## config.mk

```make
export PLATFORM = sky130hd
export DESIGN_NAME = bcd_button_counter
export DESIGN_NICKNAME = d
export VERILOG_FILES = /design/src/rtl/bcd_button_counter.sv
export SDC_FILE = /design/constraint.sdc
export NUM_CORES = 1
export LEC_CHECK = 0
export CAP_MARGIN = 40
export CORE_UTILIZATION = 64
export CTS_CLUSTER_SIZE = 8
export DETAILED_ROUTE_END_ITERATION = 16
export GPL_TIMING_DRIVEN = 0
export PLACE_DENSITY = 0.82
export SLEW_MARGIN = 20
export SYNTH_ARGS = -nofsm -noshare
export SYNTH_HDL_FRONTEND = slang
export SYNTH_SLANG_ARGS = --single-unit
```

## constraint.sdc

```tcl
create_clock -name clk -period 3.29 [get_ports clk]
set_clock_uncertainty 0.15 [all_clocks]
set_input_delay 0.658 -clock clk [delete_from_list [all_inputs] [get_ports clk]]
set_output_delay 0.658 -clock clk [all_outputs]
set_load 0.05 [all_outputs]
```

## src/rtl/bcd_button_counter.sv

```systemverilog
// Four-digit BCD up/down counter driven by three debounced push buttons.
// Feeds digit values, a leading-zero enable mask and the decimal flag to the display decoder.
module bcd_button_counter #(
    parameter int DEBOUNCE_CYCLES = 1_000_000
) (
    input  logic       clk,
    input  logic       rst,
    input  logic       btn_up,
    input  logic       btn_down,
    input  logic       btn_clear,
    input  logic [1:0] step,
    input  logic       blank_leading,
    output logic [3:0] v3,
    output logic [3:0] v2,
    output logic [3:0] v1,
    output logic [3:0] v0,
    output logic [3:0] digits,
    output logic       decimal,
    output logic       wrap
);

    localparam logic [19:0] CNT_LAST = 20'(DEBOUNCE_CYCLES - 1);

    // Button lanes: bit 0 = up, bit 1 = down, bit 2 = clear.
    logic [2:0]  raw;
    logic [2:0]  sync1;
    logic [2:0]  sync2;
    logic [2:0]  stable;
    logic [2:0]  stable_q;
    logic [2:0]  press;
    logic [19:0] cnt [3];

    logic [3:0]  val      [4];
    logic [3:0]  val_next [4];
    logic [3:0]  inc_val  [4];
    logic [3:0]  dec_val  [4];
    logic        inc_carry;
    logic        dec_borrow;
    logic        wrap_next;

    assign raw = {btn_clear, btn_down, btn_up};

    always_ff @(posedge clk) begin
        if (rst) begin
            sync1    <= '0;
            sync2    <= '0;
            stable   <= '0;
            stable_q <= '0;
            press    <= '0;
            for (int i = 0; i < 3; i++) begin
                cnt[i] <= '0;
            end
        end else begin
            sync1    <= raw;
            sync2    <= sync1;
            stable_q <= stable;
            press    <= stable & ~stable_q;
            // Any cycle where the synchronized level agrees with stable restarts the count.
            for (int i = 0; i < 3; i++) begin
                if (sync2[i] == stable[i]) begin
                    cnt[i] <= '0;
                end else if (cnt[i] == CNT_LAST) begin
                    stable[i] <= sync2[i];
                    cnt[i]    <= '0;
                end else begin
                    cnt[i] <= cnt[i] + 20'd1;
                end
            end
        end
    end

    // Digit-serial ripple starting at the selected digit; lower digits pass through.
    always_comb begin
        inc_carry  = 1'b1;
        dec_borrow = 1'b1;
        for (int i = 0; i < 4; i++) begin
            inc_val[i] = val[i];
            dec_val[i] = val[i];
            if (i >= int'(step)) begin
                if (inc_carry) begin
                    if (val[i] == 4'd9) begin
                        inc_val[i] = 4'd0;
                    end else begin
                        inc_val[i] = val[i] + 4'd1;
                        inc_carry  = 1'b0;
                    end
                end
                if (dec_borrow) begin
                    if (val[i] == 4'd0) begin
                        dec_val[i] = 4'd9;
                    end else begin
                        dec_val[i] = val[i] - 4'd1;
                        dec_borrow = 1'b0;
                    end
                end
            end
        end
    end

    always_comb begin
        val_next  = val;
        wrap_next = 1'b0;
        if (press[2]) begin
            val_next = '{default: 4'd0};
        end else if (press[0] && press[1]) begin
            val_next = val;
        end else if (press[0]) begin
            val_next  = inc_val;
            wrap_next = inc_carry;
        end else if (press[1]) begin
            val_next  = dec_val;
            wrap_next = dec_borrow;
        end
    end

    always_ff @(posedge clk) begin
        if (rst) begin
            val  <= '{default: 4'd0};
            wrap <= 1'b0;
        end else begin
            val  <= val_next;
            wrap <= wrap_next;
        end
    end

    assign v0 = val[0];
    assign v1 = val[1];
    assign v2 = val[2];
    assign v3 = val[3];

    // A digit is lit when it or any more significant digit is nonzero; units always lit.
    always_comb begin
        digits = 4'b1111;
        if (blank_leading) begin
            digits[3] = (val[3] != 4'd0);
            digits[2] = (val[3] != 4'd0) || (val[2] != 4'd0);
            digits[1] = (val[3] != 4'd0) || (val[2] != 4'd0) || (val[1] != 4'd0);
            digits[0] = 1'b1;
        end
    end

    assign decimal = 1'b1;

endmodule

```

==> impl_results.md, run 1 <==
- Cells after DPL: 718
- Initial antenna violation count: 0
- 1st-pass router iterations: 5
- Placed Area: 0.00564 sq mm
- H-tree Lvls: 3
- Finished Layout Cells: 734
- Die X: 90.5 um
- Via density: between 5 and 6
- Core Rows: 31
- Vias in the first global route: 3814
- Vias: 4030
- Clock Root Buffer: clkbuf_8
- CTS sink count: between 90 and 100
- Most common cell after layout, fill and taps aside: nor2_1
- Drt wl/cell: 13.0 um
- CP startpoint kind: register
- Dominant cell type by area after synthesis: edfxtp_1
- Slew Limit Fails: 0
- Area grow syn2layout: 16.7%
- Syn Area/Cell: 9.44 sq um
- Slowest stage cell, crit path: clkdlybuf4s50_1
- Total grt overflow: 0
- Final period utilization: 0.909
- CP delay by family, top: buffers and inverters
- CTS clk-pin slew, worst paths: 90 ps
- I/O Buffers: 27
- Top_reg_cell synth: edfxtp_1
- Max-Cap Viols: 0
- Async S/R FF share, synth: 0
- Die footprint: 0.00819 sq mm
- CP max FO: 9
- Final GP Congestion: 0.865
- Slew @ Worst Pin: 712 ps
- Class of the worst hold path: register to register
- Critical Path RT: 2480 ps
- Final instance area: 0.00585 sq mm
- NumNets Final: 642
- Buf+Inv Stages, Crit Path: 2
- Share of the synthesized area in the top cell type: 0.359
- Hold path cells: 1
- Starting DRT DRC Count: roughly 230
- Die height: 90.5 um
- HPWL Detailed: 6840 um
- Sequential share of the synthesized area: 0.487
- CTS Buf Count: 9
- Syn Inst Count: 531
- Crit path time final: 2990 ps
- First-pass GRT wire length: 16400 um
- Final setup TNS: 0 ps
- Core Footprint: between 0.007 and 0.008 sq mm
- CTS Buffer Depth: 2
- Share of layout cells above drive strength 1: 0.0535
- WS Path Type: register to output pin
- DRT antenna net count: 0
- Slowest stage delay, CP: 730 ps
- I/O pins: 30
- Pin count of the biggest net entering global routing: 17
- EDFF count, synth: 60
- Top post-synthesis cells by area: edfxtp_1 (36%), dfxtp_1 (13%), nor2_1 (7.3%)
- Setup bufs post-CTS: 0
- Worst R2R Path Depth: 6
- Residual DRC: 0
- Gr usage total: 0.247
- Count of different cell masters after synthesis: 56
- Worst relative slew slack: 0.521
- Register bit count reported by yosys: 92
- Worst Setup Slack, final: between 200 and 300 ps
- Unrepaired setup endpoints after global routing: no
- ANT cells: 0
- WP depth: 4
- Most frequent cells in the layout: nor2_1 (97), conb_1 (62), edfxtp_1 (60), nand2_1 (42), xor2_1 (36)
- Pre-CTS WS: about 430 ps
- Starting Density: 0.677
- Crit-path cells: clkbuf_1, nor4_2, nand3_1, clkdlybuf4s50_1
- Final Hold Vio Count: 0
- Post-Synthesis Cell Area: roughly 0.005 sq mm
- Pwr Total: 2.19 mW
- Crit end category: output pin
- Leak Pwr: 2.05 nW
- Data arrival, critical path: 2180 ps
- TritonCTS clock tree: yes
- Worst-skew pair later-pin latency: 360 ps
- Outcome: finished, final reports clean
- Worst IR Drop VDD: around 260 uV
- Drt total wl: 9560 um
- Warnings from Yosys: 0
- Final setup vio count: 0
- F_max: 0.334 GHz
- Pwr dens: 375 mW/mm^2
## path summary, 6_finish.rpt
kind                                   end  slack [ps]                    start
hold / removal         press[0]$_SDFF_PP0_         240   stable_q[0]$_SDFF_PP0_
hold reg to reg        press[0]$_SDFF_PP0_         240   stable_q[0]$_SDFF_PP0_
setup / recovery                 digits[2]         300       v2[0]$_SDFFE_PP0P_
setup reg to reg  cnt[0][15]$_SDFFCE_PN0P_         810  cnt[0][0]$_SDFFCE_PN0P_
## layout make-up
class / count / area [sq um]
Timing Repair Buffer: 27 / 270
Multi-Input combinational cell: 466 / 2670
Sequential cell: 92 / 2440
Inverter: 8 / 30.0
Fill cell: 505 / 1560
Buffer: 26 / 115
Clock inverter: 5 / 60.1
Tap cell: 99 / 124
Clock buffer: 11 / 141
## timing repair
| item | in CTS | in global routing |
|---|---|---|
| hold buffers | 0 | 0 |
| gates resized for setup | 0 | 2 |
| setup endpoints to repair | 0 | 2 |
## where the power goes
| group | total, mW | switching (mW) | internal, mW |
|---|---|---|---|
| clock network | 0.781 | 0.405 | 0.375 |
| registers | 1.30 | 0.0367 | 1.26 |
| logic | 0.111 | 0.0677 | 0.0437 |
## layer usage
metal / routed length (um) / vias up / GRT usage
li1: - / 2029 / -
met1: 4280 / 1880 / 0.307
met2: 4750 / 100 / 0.421
met3: 336 / 21 / 0.0429
met4: 192 / 0 / 0.108
met5: 0 / - / 0
## registers in the layout (all words and copies together), names as in the netlist, 4 cells and up
name,count
cnt,60
v2,4
v0,4
v1,4
v3,4
## worst register-to-register path: cells and delay by family (launching register included)
family,cells,cell delay [ps]
adders and majority gates,1,310
DFF,1,420
buffers and inverters,1,360
and+or+nand+nor,4,960
## logic make-up (layout without fill, tap and decap cells)
group / after synthesis / in the layout / synth area share
simple gates: 272 / 272 / 0.272
fa+ha+maj: 4 / 4 / 0.00998
compound gates: 61 / 61 / 0.0836
other cells: 1 / 62 / 0.000748
mux: 3 / 3 / 0.00599
xor+xnor: 64 / 64 / 0.112
flops: 92 / 92 / 0.487
buf+inv: 34 / 77 / 0.0289
## synthesized netlist by cell type, types with 2 or more instances
| library cell | instances |
|---|---|
| nor2_1 | 97 |
| edfxtp_1 | 60 |
| nand2_1 | 42 |
| xor2_1 | 36 |
| nand3_1 | 34 |
| dfxtp_1 | 32 |
| xnor2_1 | 28 |
| clkbuf_1 | 18 |
| o21ai_0 | 17 |
| nand4_1 | 15 |
| nor2b_1 | 15 |
| a21oi_1 | 14 |
| and3_1 | 12 |
| nor3_1 | 12 |
| nor4_1 | 10 |
| inv_1 | 8 |
| and4_1 | 5 |
| or3_1 | 5 |
| or4_1 | 5 |
| a311oi_1 | 4 |
| ha_1 | 4 |
| o31ai_1 | 4 |
| or2_2 | 4 |
| buf_1 | 3 |
| mux2i_1 | 3 |
| nor4b_1 | 3 |
| o221a_2 | 3 |
| a211oi_1 | 2 |
| a21o_1 | 2 |
| a31oi_1 | 2 |
| and2_1 | 2 |
| buf_2 | 2 |
| buf_4 | 2 |
| nand2b_1 | 2 |
| nor4bb_1 | 2 |
| o211ai_1 | 2 |
## through the flow
step | util | hold WS (ps)
2_1_floorplan | - | 217
3_5_place_dp | 0.761 | 223
6_report | 0.790 | 235
5_1_grt | 0.790 | 242
4_1_cts | 0.788 | 238
3_3_place_gp | 0.761 | 223
Note: power is estimated with default switching activity, not from simulation.
==> inputs of run 2 (changes only) <==
- REMOVE_ABC_BUFFERS: default -> 1
==> run 2 against run 1 <==
Largest power group unchanged. Via count decreased by 2.5%. Largest cell class unchanged. Non-clock buffer count decreased by 25. Combinational power decreased by 6%. Register-to-register slack got worse by 30 ps.
==> impl_results.md, run 2 (same netlist as run 1, synthesis figures left out) <==
- CTS sink count: 92
- Core Footprint: 0.00741 sq mm
- Worst IR Drop VDD: 286 uV
- Most frequent cells in the layout: nor2_1 (97), conb_1 (62), edfxtp_1 (60), nand2_1 (42), xor2_1 (36)
- Worst R2R Path Depth: 5
- Data arrival, critical path: between 2000 and 2500 ps
- Total grt overflow: 0
- Leak Pwr: about 2.0 nW
- Most common cell after layout, fill and taps aside: nor2_1
- Clock Root Buffer: clkbuf_8
- Slowest stage cell, crit path: clkdlybuf4s50_1
- Vias: between 3000 and 4000
- Reg-to-Reg Start: cnt[0][2]$_SDFFCE_PN0P_
- CTS Buffer Depth: 2
- Max reg flops: 60
- Via density: ~5.5
- Core Util, Final: 0.777
- Share of layout cells above drive strength 1: 0.0459
- Drt wl/cell: 12.7 um
- Vias in the first global route: roughly 3600
- CP max FO: 7
- 1st-pass router iterations: 5
- Final Hold Vio Count: 0
- HPWL Detailed: 6360 um
- Die footprint: slightly above 0.008 sq mm
- Class of the worst hold path: register to register
- CTS Hold Bufs: 0
- Pwr dens: 388 mW/mm^2
- ANT cells: 0
- H-tree Lvls: 3
- Unrepaired setup endpoints after global routing: no
- Max-Cap Viols: 0
- Drt total wl: 8980 um
- CP startpoint kind: register
- Slew @ Worst Pin: between 700 and 800 ps
- Core Rows: 31
- Starting Density: 0.677
- Final setup TNS: 0 ps
- Slowest stage delay, CP: between 700 and 800 ps
- First-pass GRT wire length: 15500 um
- Die height: 90.5 um
- CTS Buf Count: 9
- Slew Limit Fails: 0
- FF-to-FF setup slack: 780 ps
- Crit path time final: 2960 ps
- Gr usage total: 0.231
- Outcome: finished, final reports clean
- Final period utilization: 0.901
- Initial antenna violation count: 0
- Final GP Congestion: 0.847
- Hold_sp: stable_q[1]$_SDFF_PP0_
- Crit end category: output pin
- Critical Path RT: 2480 ps
- Worst-skew pair later-pin latency: 360 ps
- WS Path Type: register to output pin
- Hold Path Sink: press[1]$_SDFF_PP0_
- Crit-path cells: nor4_2, nand4_1, clkdlybuf4s50_1
- CTS clk-pin slew, worst paths: 80 ps
- I/O pins: 30
- Die X: between 90 and 100 um
- Hold path cells: 1
- Buf+Inv Stages, Crit Path: 1
- Pin count of the biggest net entering global routing: 30
- Worst relative slew slack: 0.496
- Residual DRC: 0
- Starting DRT DRC Count: 306
- I/O Buffers: 27
- DRT antenna net count: 0
- Worst r2r dst: cnt[0][6]$_SDFFCE_PN0P_
- NumNets Final: 617
- F_max: around 0.34 GHz
- Top reg by flops: cnt
- Area grow syn2layout: 14.9%
- CP delay by family, top: buffers and inverters
- TritonCTS clock tree: yes
- Final setup vio count: 0
## run 2: repair_timing
action | CTS | global route
endpoints found under the setup margin | 0 | 1
hold endpoints to repair | 0 | 0
buffers inserted | 0 | 0
gates resized for setup | 0 | 1
## run 2: layout make-up
type,count,area [sq um]
tap,99,124
multi-input combinational,466,2660
inverter,8,30.0
clock buffer,11,131
sequential,92,2440
timing repair buffer,28,285
fill,521,1650
clock inverter,5,85.1
## run 2: worst max-delay path by stage
stage                             from   endpoint  slack, ps  cells after the start
floorplan           v2[3]$_SDFFE_PP0P_  digits[1]        810                      2
global placement         blank_leading  digits[1]        510                      3
detailed placement  v2[3]$_SDFFE_PP0P_  digits[1]        490                      3
CTS                 v2[3]$_SDFFE_PP0P_  digits[1]        110                      3
global route        v3[0]$_SDFFE_PP0P_  digits[1]        140                      3
finish              v2[3]$_SDFFE_PP0P_  digits[1]        330                      3
## run 2: through the flow
step / area, sq um / setup WS (ps) / hold slack, ps / std cells / power, mW
after floorplan: 5130 / 813 / 217 / 566 / 1.39
after global placement: 5520 / 509 / 221 / 692 / 1.42
after detailed placement: 5520 / 486 / 225 / 692 / 1.43
after CTS: 5740 / 109 / 238 / 708 / 2.25
after global routing: 5760 / 143 / 243 / 709 / 2.31
final: 5760 / 326 / 235 / 709 / 2.23
## run 2: power breakdown
| group | switching, mW | total, mW | internal (mW) |
|---|---|---|---|
| clock network | 0.395 | 0.828 | 0.433 |
| registers | 0.0374 | 1.30 | 1.26 |
| logic | 0.0637 | 0.104 | 0.0407 |
| total | 0.496 | 2.23 | 1.74 |
## run 2: metal layers
layer | wire, um | track usage | share of wire
met5 | 0 | 0 | 0
met4 | 117 | 0.0780 | 0.013
met3 | 384 | 0.0488 | 0.043
met2 | 4470 | 0.394 | 0.50
met1 | 4000 | 0.292 | 0.45
==> RTL change 1: new RTL, config.mk and constraints of run 1 <==
Change the parameter `DEBOUNCE_CYCLES` from 1_000_000 to 500_000.
--- a/src/rtl/bcd_button_counter.sv
+++ b/src/rtl/bcd_button_counter.sv
@@ -1,7 +1,7 @@
 // Four-digit BCD up/down counter driven by three debounced push buttons.
 // Feeds digit values, a leading-zero enable mask and the decimal flag to the display decoder.
 module bcd_button_counter #(
-    parameter int DEBOUNCE_CYCLES = 1_000_000
+    parameter int DEBOUNCE_CYCLES = 500_000
 ) (
     input  logic       clk,
     input  logic       rst,
Formal check against the unedited RTL: same outputs for any inputs over 10 cycles, from zero or initial values and one cycle with rst high; that may be too few to reach the edited logic, so the function may still have changed.
==> RTL change 1 against run 1 <==
Utilization decreased by 2.5 points. Largest power group unchanged. Sequential cell count unchanged. Register-to-register slack better by 30 ps. Routed wire length increased by 1.8%. Final area grew 1.0%. Power fell by 0.97%. Sequential power is essentially flat. Area after synthesis up 1.5%. Worst setup slack improved by 26 ps. Highest routed layer unchanged. Final cell count did not move. Global-route usage shrank 0.47 points.
==> RTL change 1: results (changes against run 1) <==
Worst R2R Path Depth 8 (+2); top cells by area, synth edfxtp_1 35%, dfxtp_1 13%, xor2_1 7.7%, nor2_1 6.6%, nand4_1 3.8%; P_int 1660 uW (-1.5%); status finished clean; post-synthesis mux area share 0.00787 (+0.00188); design area 5910 um^2 (+1.0%); aggregate global-route resource usage 0.242 (-0.00474); # clk buffers 10 (-1); slowest stage delay, CP 800 ps (+70 ps); fraction of area in multi-input gates 0.452 (-0.00367); Slew headroom 0.586 (+0.0657); Clock power frac 0.349 (-0.007); fillers 535 (+5.9%); vias in the first global route 3728 (-2.3%); met3 WL post-DR 396 um (+18%); count of different cell masters after synthesis 61 (+8.9%); cell row count 32 (+3.2%); Synth Area in XOR/XNOR 0.114 (+0.00179); first-pass GRT wire length 16400 um (about the same); Compound-Gate Fraction of Synth Area 0.0789 (-0.00468); via count 4067 (+0.92%); layout cell share with drive strength beyond 1 0.0696 (+0.0161); 1st-iter DRT viols 263 (+16%); Arr. time, crit path 2160 ps (-20 ps); sequential cells 92 (unchanged)
==> RTL change 1: cell count changes after synthesis, sizes merged, moves of 4 or more <==
cell and delta:
nand3 -16, buf +7, nand4 +16, and3 -6, clkbuf -5, xor2 +9, nor2 -8, inv +4
xnor2 -7
==> RTL change 1: stage by stage <==
| stage | std cells | total power (uW) |
|---|---|---|
| 5_1_grt | 734 | 2240 |
| 4_1_cts | 734 | 2180 |
| 6_report | 734 | 2170 |
| 2_1_floorplan | 589 | 1400 |
| 3_3_place_gp | 718 | 1430 |
| 3_5_place_dp | 718 | 1430 |
==> RTL change 1: worst paths after layout <==
check / startpoint / endpoint / slack (ps)
setup / recovery: v2[0] / digits[2] / 320
hold / removal: stable_q[0] / press[0] / 240
setup reg to reg: cnt[2][0] / cnt[2][12] / 840
hold reg to reg: stable_q[0] / press[0] / 240
==> RTL change 1: repair_timing <==
item                       CTS  global route
setup buffers                0             0
hold endpoints to repair     0             0
setup endpoints to repair    0             2
resized for setup            0             1
hold buffers                 0             0
==> RTL change 2: new RTL, config.mk and constraints of run 1 <==
Without the edit above. The output `wrap` loses its register stage (`wrap` becomes a continuous assignment).
--- a/src/rtl/bcd_button_counter.sv
+++ b/src/rtl/bcd_button_counter.sv
@@ -116,12 +116,12 @@
     always_ff @(posedge clk) begin
         if (rst) begin
             val  <= '{default: 4'd0};
-            wrap <= 1'b0;
         end else begin
             val  <= val_next;
-            wrap <= wrap_next;
         end
     end
+
+    assign wrap = wrap_next;
 
     assign v0 = val[0];
     assign v1 = val[1];
Behaviour: no difference found for any inputs over 10 cycles, from zero or initial values and one cycle with rst high; that may be too few to reach the edited logic, so the function may still have changed.
==> RTL change 2 against run 1 <==
Worst setup slack lost 150 ps. Via count shrank 1.1%. Routed wire length grew 1.6%. Area after synthesis shrank 0.25%. Sequential cell count shrank 1. Power grew 1.6%. Synthesized cell count shrank 2.4%. Sequential share of layout area shrank 0.22 points. Final area shrank 0.30%. Highest routed layer unchanged.
==> RTL change 2: results (changes against run 1) <==
status finished clean; flop-to-flop setup slack 900 ps (+90 ps); met1 usage 0.324 (+0.0170); final net count 628 (-2.2%); Clock power frac 0.372 (+0.016); switching share of power 0.226 (-0.00646); Arr. time, crit path 2330 ps (+150 ps); Synth Area in XOR/XNOR 0.114 (+0.00203); count of different cell masters after synthesis 62 (+11%); multi-input logic area 2600 um^2 (-2.7%); Fin Hold WS 237 ps (+1.31 ps); Mapped Cells 518 (-2.4%); drt via density 5.53 (+0.81%); Max Fanout on Critical Path 7 (-2); post-detail-place hpwl 6890 um (+0.73%); dpl ws -264 ps (-695 ps); CP Launch Point step[0]; Multi-In Gates 448 (-3.9%); largest net degree at the start of global routing 16 (-1); met3 usage in global routing 0.0379 (-0.00505); Synth Area in Adders 0.0100 (+0.0000250); FF/Latch Area 2420 um^2 (-0.82%); initial core utilization 0.675 (-0.00169); #FFs+latches synth 91 (-1.1%); fillers 527 (+4.4%); final WL 9710 um (+1.6%); inverters 13 (+5); Compound-Gate Fraction of Synth Area 0.0781 (-0.00555); layout cell share with drive strength beyond 1 0.0660 (+0.0125); top cells by area, synth edfxtp_1 36%, dfxtp_1 12%, nor2_1 7.1%, xor2_1 6.1%, xnor2_1 5.3%; post-synthesis mux area share 0.0100 (+0.00402); first-pass GRT wire length 16400 um (about the same); GP Congestion 0.814 (-5.9%); clk buf depth 2 (unchanged); final std cells w/o fill 720 (-1.9%); WL met2 4760 um (+0.25%); placed insts 705 (-1.8%); Clock-cell share 0.0358 (+0.00139); vias in the first global route 3708 (-2.8%); met3 WL post-DR 397 um (+18%); Reg2Reg Capture Point cnt[2][6]; met1 WL 4400 um (+2.7%); Post-Place Cell Area 5620 um^2 (-0.22%); post-synthesis sequential area ratio 0.484 (-0.00278); Slew headroom 0.444 (-0.0768); Reg-to-Reg Start cnt[2][0]; aggregate global-route resource usage 0.246 (-0.00110); clock group total power 828 uW (+6.0%); P_leak 0.00208 uW (+1.3%); total die area 8170 um^2 (-0.25%); met2 usage 0.406 (-0.0146); Worst R2R Path Depth 7 (+1)
## RTL change 2: changes by cell type after synthesis, sizes merged, moves of 4 or more
cell / delta
clkbuf: -7
nand2: -10
inv: +5
buf: +8
and3: -5
nor3: -4
o21ai: -5
a21oi: +4
## RTL change 2: what timing repair did
item / CTS / global route
setup endpoints to repair: 1 / 2
resized for setup: 3 / 1
hold buffers: 0 / 0
pin swaps: 0 / 0
## RTL change 2: worst max path at each step
| stage | to | slack [ps] | cells past startpoint |
|---|---|---|---|
| floorplan | digits[1] | 190 | 4 |
| global placement | wrap | -260 | 5 |
| detailed placement | wrap | -260 | 5 |
| CTS | wrap | 20 | 7 |
| global route | digits[2] | 70 | 4 |
| finish | wrap | 150 | 5 |
## RTL change 2: worst reg2reg max path, cell delays in order (launching register included)
cell and delay [ps]:
edfxtp_1 390, ha_1 210, and4_1 270, nand2_1 130
nor4_1 480, or3_1 200, buf_2 220, nor2_1 90
